**src/rtl/jtag_types_pkg.sv**
```systemverilog
// -----------------------------------------------------------------------------
// jtag_types_pkg
// Shared types and constants for the JTAG TAP slice.
//   state_t        : 16 TAP controller states, 4-bit encoding (classic 1149.1
//                    encoding, so a state value reads the same on a logic analyser
//                    as on most vendor TAPs).
//   BYPASS_OPCODE  : all-ones opcode, sliced to the IR width by the user.
//   IR_CAPTURE     : value loaded into the IR shift stage in Capture-IR ({0..0,01}).
// -----------------------------------------------------------------------------
package jtag_types_pkg;

    typedef enum logic [3:0] {
        EX2_DR = 4'h0,
        EX1_DR = 4'h1,
        SH_DR  = 4'h2,
        PAU_DR = 4'h3,
        SEL_IR = 4'h4,
        UPD_DR = 4'h5,
        CAP_DR = 4'h6,
        SEL_DR = 4'h7,
        EX2_IR = 4'h8,
        EX1_IR = 4'h9,
        SH_IR  = 4'hA,
        PAU_IR = 4'hB,
        RTI    = 4'hC,
        UPD_IR = 4'hD,
        CAP_IR = 4'hE,
        TLR    = 4'hF
    } state_t;

    localparam int                      IR_MAX_WIDTH  = 32;
    localparam logic [IR_MAX_WIDTH-1:0] BYPASS_OPCODE = '1;
    localparam logic [IR_MAX_WIDTH-1:0] IR_CAPTURE    = 32'h0000_0001;

endpackage

```
**src/rtl/jtag_tap_fsm.sv**
```systemverilog
// -----------------------------------------------------------------------------
// jtag_tap_fsm
// IEEE 1149.1 TAP controller: state register plus next-state logic only.
// Ports:
//   TCK   in   test clock (state advances on posedge)
//   TRST  in   asynchronous active-low reset, forces TLR
//   TMS   in   mode select
//   state out  current controller state
// -----------------------------------------------------------------------------
module jtag_tap_fsm
    import jtag_types_pkg::*;
(
    input  logic   TCK,
    input  logic   TRST,
    input  logic   TMS,
    output state_t state
);

    state_t state_reg;
    state_t state_next;

    always_ff @(posedge TCK or negedge TRST) begin
        if (!TRST) begin
            state_reg <= TLR;
        end else begin
            state_reg <= state_next;
        end
    end

    always_comb begin
        state_next = state_reg;
        case (state_reg)
            TLR:     state_next = TMS ? TLR    : RTI;
            RTI:     state_next = TMS ? SEL_DR : RTI;
            SEL_DR:  state_next = TMS ? SEL_IR : CAP_DR;
            CAP_DR:  state_next = TMS ? EX1_DR : SH_DR;
            SH_DR:   state_next = TMS ? EX1_DR : SH_DR;
            EX1_DR:  state_next = TMS ? UPD_DR : PAU_DR;
            PAU_DR:  state_next = TMS ? EX2_DR : PAU_DR;
            EX2_DR:  state_next = TMS ? UPD_DR : SH_DR;
            UPD_DR:  state_next = TMS ? SEL_DR : RTI;
            SEL_IR:  state_next = TMS ? TLR    : CAP_IR;
            CAP_IR:  state_next = TMS ? EX1_IR : SH_IR;
            SH_IR:   state_next = TMS ? EX1_IR : SH_IR;
            EX1_IR:  state_next = TMS ? UPD_IR : PAU_IR;
            PAU_IR:  state_next = TMS ? EX2_IR : PAU_IR;
            EX2_IR:  state_next = TMS ? UPD_IR : SH_IR;
            UPD_IR:  state_next = TMS ? SEL_DR : RTI;
            default: state_next = TLR;
        endcase
    end

    assign state = state_reg;

endmodule

```
**src/rtl/jtag_tap_core.sv**
```systemverilog
// -----------------------------------------------------------------------------
// jtag_tap_core
// TAP controller with instruction register, BYPASS and (optional) IDCODE data
// registers, one-hot user DR selects and a TDO mux retimed on negedge TCK.
// Build option: define TAP_IDCODE_EN to include the 32-bit IDCODE register;
// otherwise IDCODE_OPCODE decodes as BYPASS and the reset instruction is all ones.
// Ports:
//   TCK, TRST(active-low async), TMS, TDI   JTAG pin inputs
//   TDO, tdo_oe                             serial out / enable, updated on negedge
//   state                                   current TAP state
//   instr                                   active instruction
//   dr_capture/dr_shift/dr_update           global DR state strobes
//   usr_sel                                 one-hot user DR select
//   usr_tdo                                 serial LSB from each user DR
// -----------------------------------------------------------------------------
module jtag_tap_core
    import jtag_types_pkg::*;
#(
    parameter int                  IR_WIDTH        = 4,
    parameter int                  NUM_USR_DR      = 2,
    parameter logic [IR_WIDTH-1:0] USR_OPCODE_BASE = 4'h8,
    parameter logic [IR_WIDTH-1:0] IDCODE_OPCODE   = 4'h1,
    parameter logic [31:0]         IDCODE_VAL      = 32'h1000_0A6F
) (
    input  logic                  TCK,
    input  logic                  TRST,
    input  logic                  TMS,
    input  logic                  TDI,
    output logic                  TDO,
    output logic                  tdo_oe,
    output state_t                state,
    output logic [IR_WIDTH-1:0]   instr,
    output logic                  dr_capture,
    output logic                  dr_shift,
    output logic                  dr_update,
    output logic [NUM_USR_DR-1:0] usr_sel,
    input  logic [NUM_USR_DR-1:0] usr_tdo
);

`ifdef TAP_IDCODE_EN
    localparam logic [IR_WIDTH-1:0] RESET_INSTR = IDCODE_OPCODE;
`else
    localparam logic [IR_WIDTH-1:0] RESET_INSTR = BYPASS_OPCODE[IR_WIDTH-1:0];
`endif
    localparam logic [IR_WIDTH-1:0] IR_CAP_VAL = IR_CAPTURE[IR_WIDTH-1:0];

    state_t              state_w;
    logic [IR_WIDTH-1:0] ir_sr_reg;
    logic [IR_WIDTH-1:0] instr_reg;
    logic                bypass_reg;
    logic                tdo_reg;
    logic                tdo_oe_reg;
    logic                sel_idcode;
    logic                sel_usr;
    logic                sel_bypass;
    logic                idcode_lsb;
    logic                usr_bit;
    logic                tdo_src;

    jtag_tap_fsm u_fsm (
        .TCK   (TCK),
        .TRST  (TRST),
        .TMS   (TMS),
        .state (state_w)
    );

    // Instruction shift stage and the active instruction it feeds.
    always_ff @(posedge TCK or negedge TRST) begin
        if (!TRST) begin
            ir_sr_reg <= '0;
        end else if (state_w == CAP_IR) begin
            ir_sr_reg <= IR_CAP_VAL;
        end else if (state_w == SH_IR) begin
            ir_sr_reg <= {TDI, ir_sr_reg[IR_WIDTH-1:1]};
        end
    end

    always_ff @(posedge TCK or negedge TRST) begin
        if (!TRST) begin
            instr_reg <= RESET_INSTR;
        end else if (state_w == TLR) begin
            instr_reg <= RESET_INSTR;
        end else if (state_w == UPD_IR) begin
            instr_reg <= ir_sr_reg;
        end
    end

    // User DR decode: one select line per consecutive opcode from the base.
    for (genvar gi = 0; gi < NUM_USR_DR; gi++) begin : g_usr_sel
        localparam logic [IR_WIDTH-1:0] USR_OPC = IR_WIDTH'(int'(USR_OPCODE_BASE) + gi);
        assign usr_sel[gi] = (instr_reg == USR_OPC);
    end

    assign sel_usr    = |usr_sel;
    assign usr_bit    = |(usr_tdo & usr_sel);
    assign sel_bypass = !sel_idcode && !sel_usr;

`ifdef TAP_IDCODE_EN
    logic [31:0] idcode_reg;

    // IDCODE wins over a user DR if the opcodes were ever configured to collide.
    assign sel_idcode = (instr_reg == IDCODE_OPCODE);
    assign idcode_lsb = idcode_reg[0];

    always_ff @(posedge TCK or negedge TRST) begin
        if (!TRST) begin
            idcode_reg <= '0;
        end else if (sel_idcode && state_w == CAP_DR) begin
            idcode_reg <= IDCODE_VAL;
        end else if (sel_idcode && state_w == SH_DR) begin
            idcode_reg <= {TDI, idcode_reg[31:1]};
        end
    end
`else
    logic unused_idcode;

    assign sel_idcode    = 1'b0;
    assign idcode_lsb    = 1'b0;
    assign unused_idcode = ^{IDCODE_VAL, IDCODE_OPCODE};
`endif

    always_ff @(posedge TCK or negedge TRST) begin
        if (!TRST) begin
            bypass_reg <= 1'b0;
        end else if (sel_bypass && state_w == CAP_DR) begin
            bypass_reg <= 1'b0;
        end else if (sel_bypass && state_w == SH_DR) begin
            bypass_reg <= TDI;
        end
    end

    always_comb begin
        tdo_src = 1'b0;
        if (state_w == SH_IR) begin
            tdo_src = ir_sr_reg[0];
        end else if (state_w == SH_DR) begin
            if (sel_idcode) begin
                tdo_src = idcode_lsb;
            end else if (sel_usr) begin
                tdo_src = usr_bit;
            end else begin
                tdo_src = bypass_reg;
            end
        end
    end

    // Retiming on the falling edge gives the board half a TCK of hold on TDO.
    always_ff @(negedge TCK or negedge TRST) begin
        if (!TRST) begin
            tdo_reg    <= 1'b0;
            tdo_oe_reg <= 1'b0;
        end else begin
            tdo_reg    <= tdo_src;
            tdo_oe_reg <= (state_w == SH_IR) || (state_w == SH_DR);
        end
    end

    assign state      = state_w;
    assign instr      = instr_reg;
    assign TDO        = tdo_reg;
    assign tdo_oe     = tdo_oe_reg;
    assign dr_capture = (state_w == CAP_DR);
    assign dr_shift   = (state_w == SH_DR);
    assign dr_update  = (state_w == UPD_DR);

endmodule
```
**config.mk**
```make
export PLATFORM = sky130hd
export DESIGN_NAME = jtag_tap_core
export DESIGN_NICKNAME = d
export VERILOG_FILES = /design/src/rtl/jtag_types_pkg.sv /design/src/rtl/jtag_tap_fsm.sv /design/src/rtl/jtag_tap_core.sv
export SDC_FILE = /design/constraint.sdc
export NUM_CORES = 1
export LEC_CHECK = 0
export CORE_ASPECT_RATIO = 0.8
export CORE_MARGIN = 2
export CORE_UTILIZATION = 30
export DETAILED_ROUTE_END_ITERATION = 8
export PLACE_DENSITY_LB_ADDON = 0.05
export SLEW_MARGIN = 20
export SYNTH_ARGS = -nofsm -noshare
export SYNTH_HDL_FRONTEND = slang
export SYNTH_SLANG_ARGS = --single-unit
```
**constraint.sdc**
```tcl
create_clock -name TCK -period 1.7 [get_ports TCK]
set_clock_uncertainty 0.2 [all_clocks]
set_input_delay 0.51 -clock TCK [delete_from_list [all_inputs] [get_ports TCK]]
set_output_delay 0.51 -clock TCK [all_outputs]
set_load 0.01 [all_outputs]
```
==> impl_metrics.xml <==
<?xml version="1.0" encoding="UTF-8"?>
<metrics>
  <group name="synth">
    <metric name="synth_top_area_share" unit="%">27.7</metric>
    <metric name="async_flop_share" unit="%">100</metric>
    <metric name="synth-warning-count" unit="">0</metric>
    <metric name="postSynth.topFlopCell" unit="">sky130_fd_sc_hd__dfstp_2</metric>
    <metric name="synth_mux_area_share" unit="%">8.42</metric>
    <metric name="synth_simple_gate_area_share" unit="%">24.9</metric>
    <metric name="synth.lib_cells_used.distinct" unit="">27</metric>
    <metric name="mappedNetlistArea" unit="um^2">758</metric>
    <metric name="syn_inst" unit="">73</metric>
    <metric name="synth-edff-count" unit="">0</metric>
    <metric name="synth_common_cells" unit="">sky130_fd_sc_hd__nand2_1, sky130_fd_sc_hd__o21ai_0, sky130_fd_sc_hd__dfstp_2</metric>
    <metric name="yosysMostFrequentCell" unit="">sky130_fd_sc_hd__nand2_1</metric>
    <metric name="main_combinational_cell_family_by_area_after_synthesis" unit="">simple AND/OR/NAND/NOR gates</metric>
    <metric name="synth_area_leaders" unit="">sky130_fd_sc_hd__dfstp_2, sky130_fd_sc_hd__dfrtp_1, sky130_fd_sc_hd__dfrtn_1</metric>
    <metric name="postSynthNetCount" unit="">79</metric>
    <metric name="synth-seq-area-share" unit="%">50.8</metric>
    <metric name="dominant_cell_type_by_area_after_synthesis" unit="">sky130_fd_sc_hd__dfstp_2</metric>
    <metric name="fraction_of_the_mapped_netlist_area_in_adder_cells" unit="%">0</metric>
    <metric name="synth_xor_area_share" unit="%">0</metric>
    <metric name="postSynthRegisterBits" unit="">15</metric>
    <metric name="syn_area_per_cell" unit="um^2">10.4</metric>
    <metric name="synth-compound-area-share" unit="%">12.5</metric>
  </group>
  <group name="detailed_routing">
    <metric name="detailroute.via_count" unit="">742</metric>
    <metric name="antenna_left" unit="">0</metric>
    <metric name="post-route-drc-count" unit="">0</metric>
    <metric name="drt_first_pass_iters" unit="">4</metric>
    <metric name="routed_via_density" unit="">4.19</metric>
    <metric name="route.detailed.wl_per_inst" unit="um">11.0</metric>
    <metric name="drt-initial-drc-count" unit="">14</metric>
    <metric name="routed_wl" unit="um">1950</metric>
  </group>
  <group name="placed_design">
    <metric name="dpl.cell_count" unit="">150</metric>
    <metric name="dp_hpwl" unit="um">1300</metric>
    <metric name="pre_cts_ws" unit="ps">-1080</metric>
    <metric name="gp_congestion" unit="">0.745</metric>
    <metric name="io_buffer_count" unit="">20</metric>
  </group>
  <group name="cells_and_area">
    <metric name="finalCoreUtilization" unit="%">61.0</metric>
    <metric name="antennaDiodeCount" unit="">0</metric>
    <metric name="area.growth.synth_to_final" unit="%">94.7</metric>
    <metric name="fillerInstances" unit="">208</metric>
    <metric name="finalNonFillerCells" unit="">177</metric>
    <metric name="net_count_of_the_finished_layout" unit="">148</metric>
    <metric name="drive_gt1_share" unit="%">63.8</metric>
  </group>
  <group name="sta">
    <metric name="setup_viol_count_final" unit="">17</metric>
    <metric name="final_critical_path_setup_slack" unit="ps">-800</metric>
    <metric name="rsz0062_at_grt" unit="">true</metric>
    <metric name="whs" unit="ps">317</metric>
    <metric name="timing_hold_violations_final" unit="">0</metric>
    <metric name="maxSlewHeadroom" unit="%">81.5</metric>
    <metric name="slew_viol_final" unit="">0</metric>
    <metric name="tightestPinTransition" unit="ps">277</metric>
  </group>
  <group name="setup_path">
    <metric name="critPathMaxFanout" unit="">2</metric>
    <metric name="timing.critical_path.from" unit="">instr[3]</metric>
    <metric name="timing_worst_setup_path_type" unit="">register to register</metric>
    <metric name="timing.critical_path.arrival" unit="ps">1590</metric>
    <metric name="worstSetupStartpointType" unit="">register</metric>
    <metric name="ff2ff_path_depth" unit="">4</metric>
    <metric name="cp-end-kind" unit="">register</metric>
    <metric name="reg2reg_from" unit="">instr[3]</metric>
    <metric name="worstPathRequired" unit="ps">790</metric>
  </group>
  <group name="job">
    <metric name="maxCapViolations" unit="">0</metric>
  </group>
  <group name="grt">
    <metric name="via_count_of_the_first_global_routing_pass" unit="">803</metric>
    <metric name="globalRoute.totalOverflow" unit="">0</metric>
    <metric name="antenna_found_initial" unit="">0</metric>
    <metric name="grt_start_max_net_pins" unit="">13</metric>
    <metric name="grt_pass1_wl" unit="um">3450</metric>
    <metric name="grtUsageTotal" unit="%">15.6</metric>
  </group>
  <group name="clocking">
    <metric name="clock-sinks" unit="">15</metric>
    <metric name="clock_tree_from_tritoncts" unit="">yes</metric>
    <metric name="cts_root_buffer" unit="">sky130_fd_sc_hd__clkbuf_4</metric>
    <metric name="clockBufferDepth" unit="">2</metric>
    <metric name="worstSkewPairLatency" unit="ps">290</metric>
    <metric name="clk_transition_reported_paths" unit="ps">90</metric>
    <metric name="cts-htree-levels" unit="">1</metric>
    <metric name="numCtsBuffers" unit="">3</metric>
  </group>
  <group name="power">
    <metric name="peakVddDrop" unit="uV">884</metric>
    <metric name="finalPower" unit="uW">2880</metric>
    <metric name="cellPowerDensity" unit="nW/um^2">1950</metric>
    <metric name="leakagePower" unit="uW">0.000731</metric>
  </group>
  <group name="worst_hold_path">
    <metric name="hold_depth" unit="">1</metric>
    <metric name="hold_path.class" unit="">register to register</metric>
    <metric name="min-delay-start" unit="">bypass_reg</metric>
  </group>
  <group name="floorplanning">
    <metric name="rows" unit="">16</metric>
    <metric name="pin_count" unit="">21</metric>
    <metric name="core-area" unit="um^2">2420</metric>
    <metric name="starting_density" unit="%">31.3</metric>
    <metric name="die-height" unit="um">49.0</metric>
    <metric name="design.die.area" unit="um^2">2950</metric>
    <metric name="die_width" unit="um">60.2</metric>
  </group>
  <group name="run_status">
    <metric name="failed_checks" unit="">negative setup slack</metric>
    <metric name="outcome" unit="">finished with violations</metric>
  </group>
</metrics>
[per-layer routing]
metal | track usage (%) | up-vias | wire [um]
met5 | 0 | - | 0
met1 | 21.1 | 335 | 913
li1 | - | 384 | -
met4 | 5.56 | 0 | 27
met3 | 5.31 | 5 | 119
met2 | 22.8 | 18 | 891
[final timing paths]
| check | end | slack (ps) |
|---|---|---|
| worst max-delay path | TDO | -800 |
| worst min-delay path | bypass_reg | 320 |
| worst max register to register | TDO | -800 |
| worst min register to register | bypass_reg | 320 |
| max in group asynchronous | TDO | 150 |
| min in group asynchronous | ir_sr_reg[0] | 460 |
[cell type report]
cell class / count / area (um^2) / area share [%]
well taps: 36 / 45.0 / 3.05
clock buffers: 3 / 22.5 / 1.53
inverters: 2 / 7.51 / 0.508
multi-input cells: 53 / 402 / 27.2
clock inverters: 1 / 5.00 / 0.339
flip-flops and latches: 15 / 385 / 26.1
repair buffers: 67 / 609 / 41.3
[timing repair]
| item | in CTS | in global routing |
|---|---|---|
| pin swaps | 1 | 1 |
| endpoints found under the setup margin | 17 | 20 |
| resized for setup | 91 | 9 |
| gates cloned | 0 | 0 |
| setup buffers | 16 | 11 |
| hold buffers | 0 | 0 |
[critical path, stage by stage (launching register included)]
cell and delay [ps]:
sky130_fd_sc_hd__dfstp_2 550, sky130_fd_sc_hd__nor3b_4 180, sky130_fd_sc_hd__buf_4 140, sky130_fd_sc_hd__mux2_4 280
sky130_fd_sc_hd__a21o_1 150
[cell families after synthesis]
family,count (synthesis)
buf+inv,5
simple gates,32
mux,5
compound gates,16
flops,15
[layout by cell type, fill, tap and decap left out, types with 2 or more instances in the layout]
cell | synthesis | routed
sky130_fd_sc_hd__nand2b_1 | 2 | 2
sky130_fd_sc_hd__nor2_1 | 6 | 5
sky130_fd_sc_hd__dfrtp_1 | 5 | 5
sky130_fd_sc_hd__buf_4 | 1 | 31
sky130_fd_sc_hd__nor3_4 | 0 | 2
sky130_fd_sc_hd__buf_2 | 2 | 5
sky130_fd_sc_hd__o21ai_1 | 0 | 2
sky130_fd_sc_hd__nand2_1 | 11 | 11
sky130_fd_sc_hd__dfrtn_1 | 2 | 2
sky130_fd_sc_hd__nor3b_2 | 1 | 2
sky130_fd_sc_hd__mux2_2 | 3 | 2
sky130_fd_sc_hd__a21o_1 | 2 | 2
sky130_fd_sc_hd__inv_1 | 2 | 2
sky130_fd_sc_hd__buf_6 | 0 | 25
sky130_fd_sc_hd__o21ai_0 | 9 | 7
sky130_fd_sc_hd__dfstp_2 | 8 | 8
sky130_fd_sc_hd__clkdlybuf4s50_1 | 0 | 5
sky130_fd_sc_hd__clkbuf_4 | 0 | 3
sky130_fd_sc_hd__mux2_4 | 2 | 3
[metrics by stage]
step | cell area [um^2] | TNS, ps
floorplan | 772 | -1700
global placement | 1190 | -7320
detailed placement | 1190 | -7270
CTS | 1410 | -5390
global route | 1480 | -5920
finish | 1480 | -4960
[where the power goes]
| group | leakage (uW) | switching (uW) | total [uW] | internal (uW) |
|---|---|---|---|---|
| Combinational | 0.000537 | 724 | 1970 | 1250 |
| Clock | 0.0000177 | 117 | 204 | 87.5 |
| Sequential | 0.000177 | 120 | 702 | 583 |
| Total | 0.000731 | 960 | 2880 | 1920 |
No activity file was read; power rests on OpenSTA's default activity.
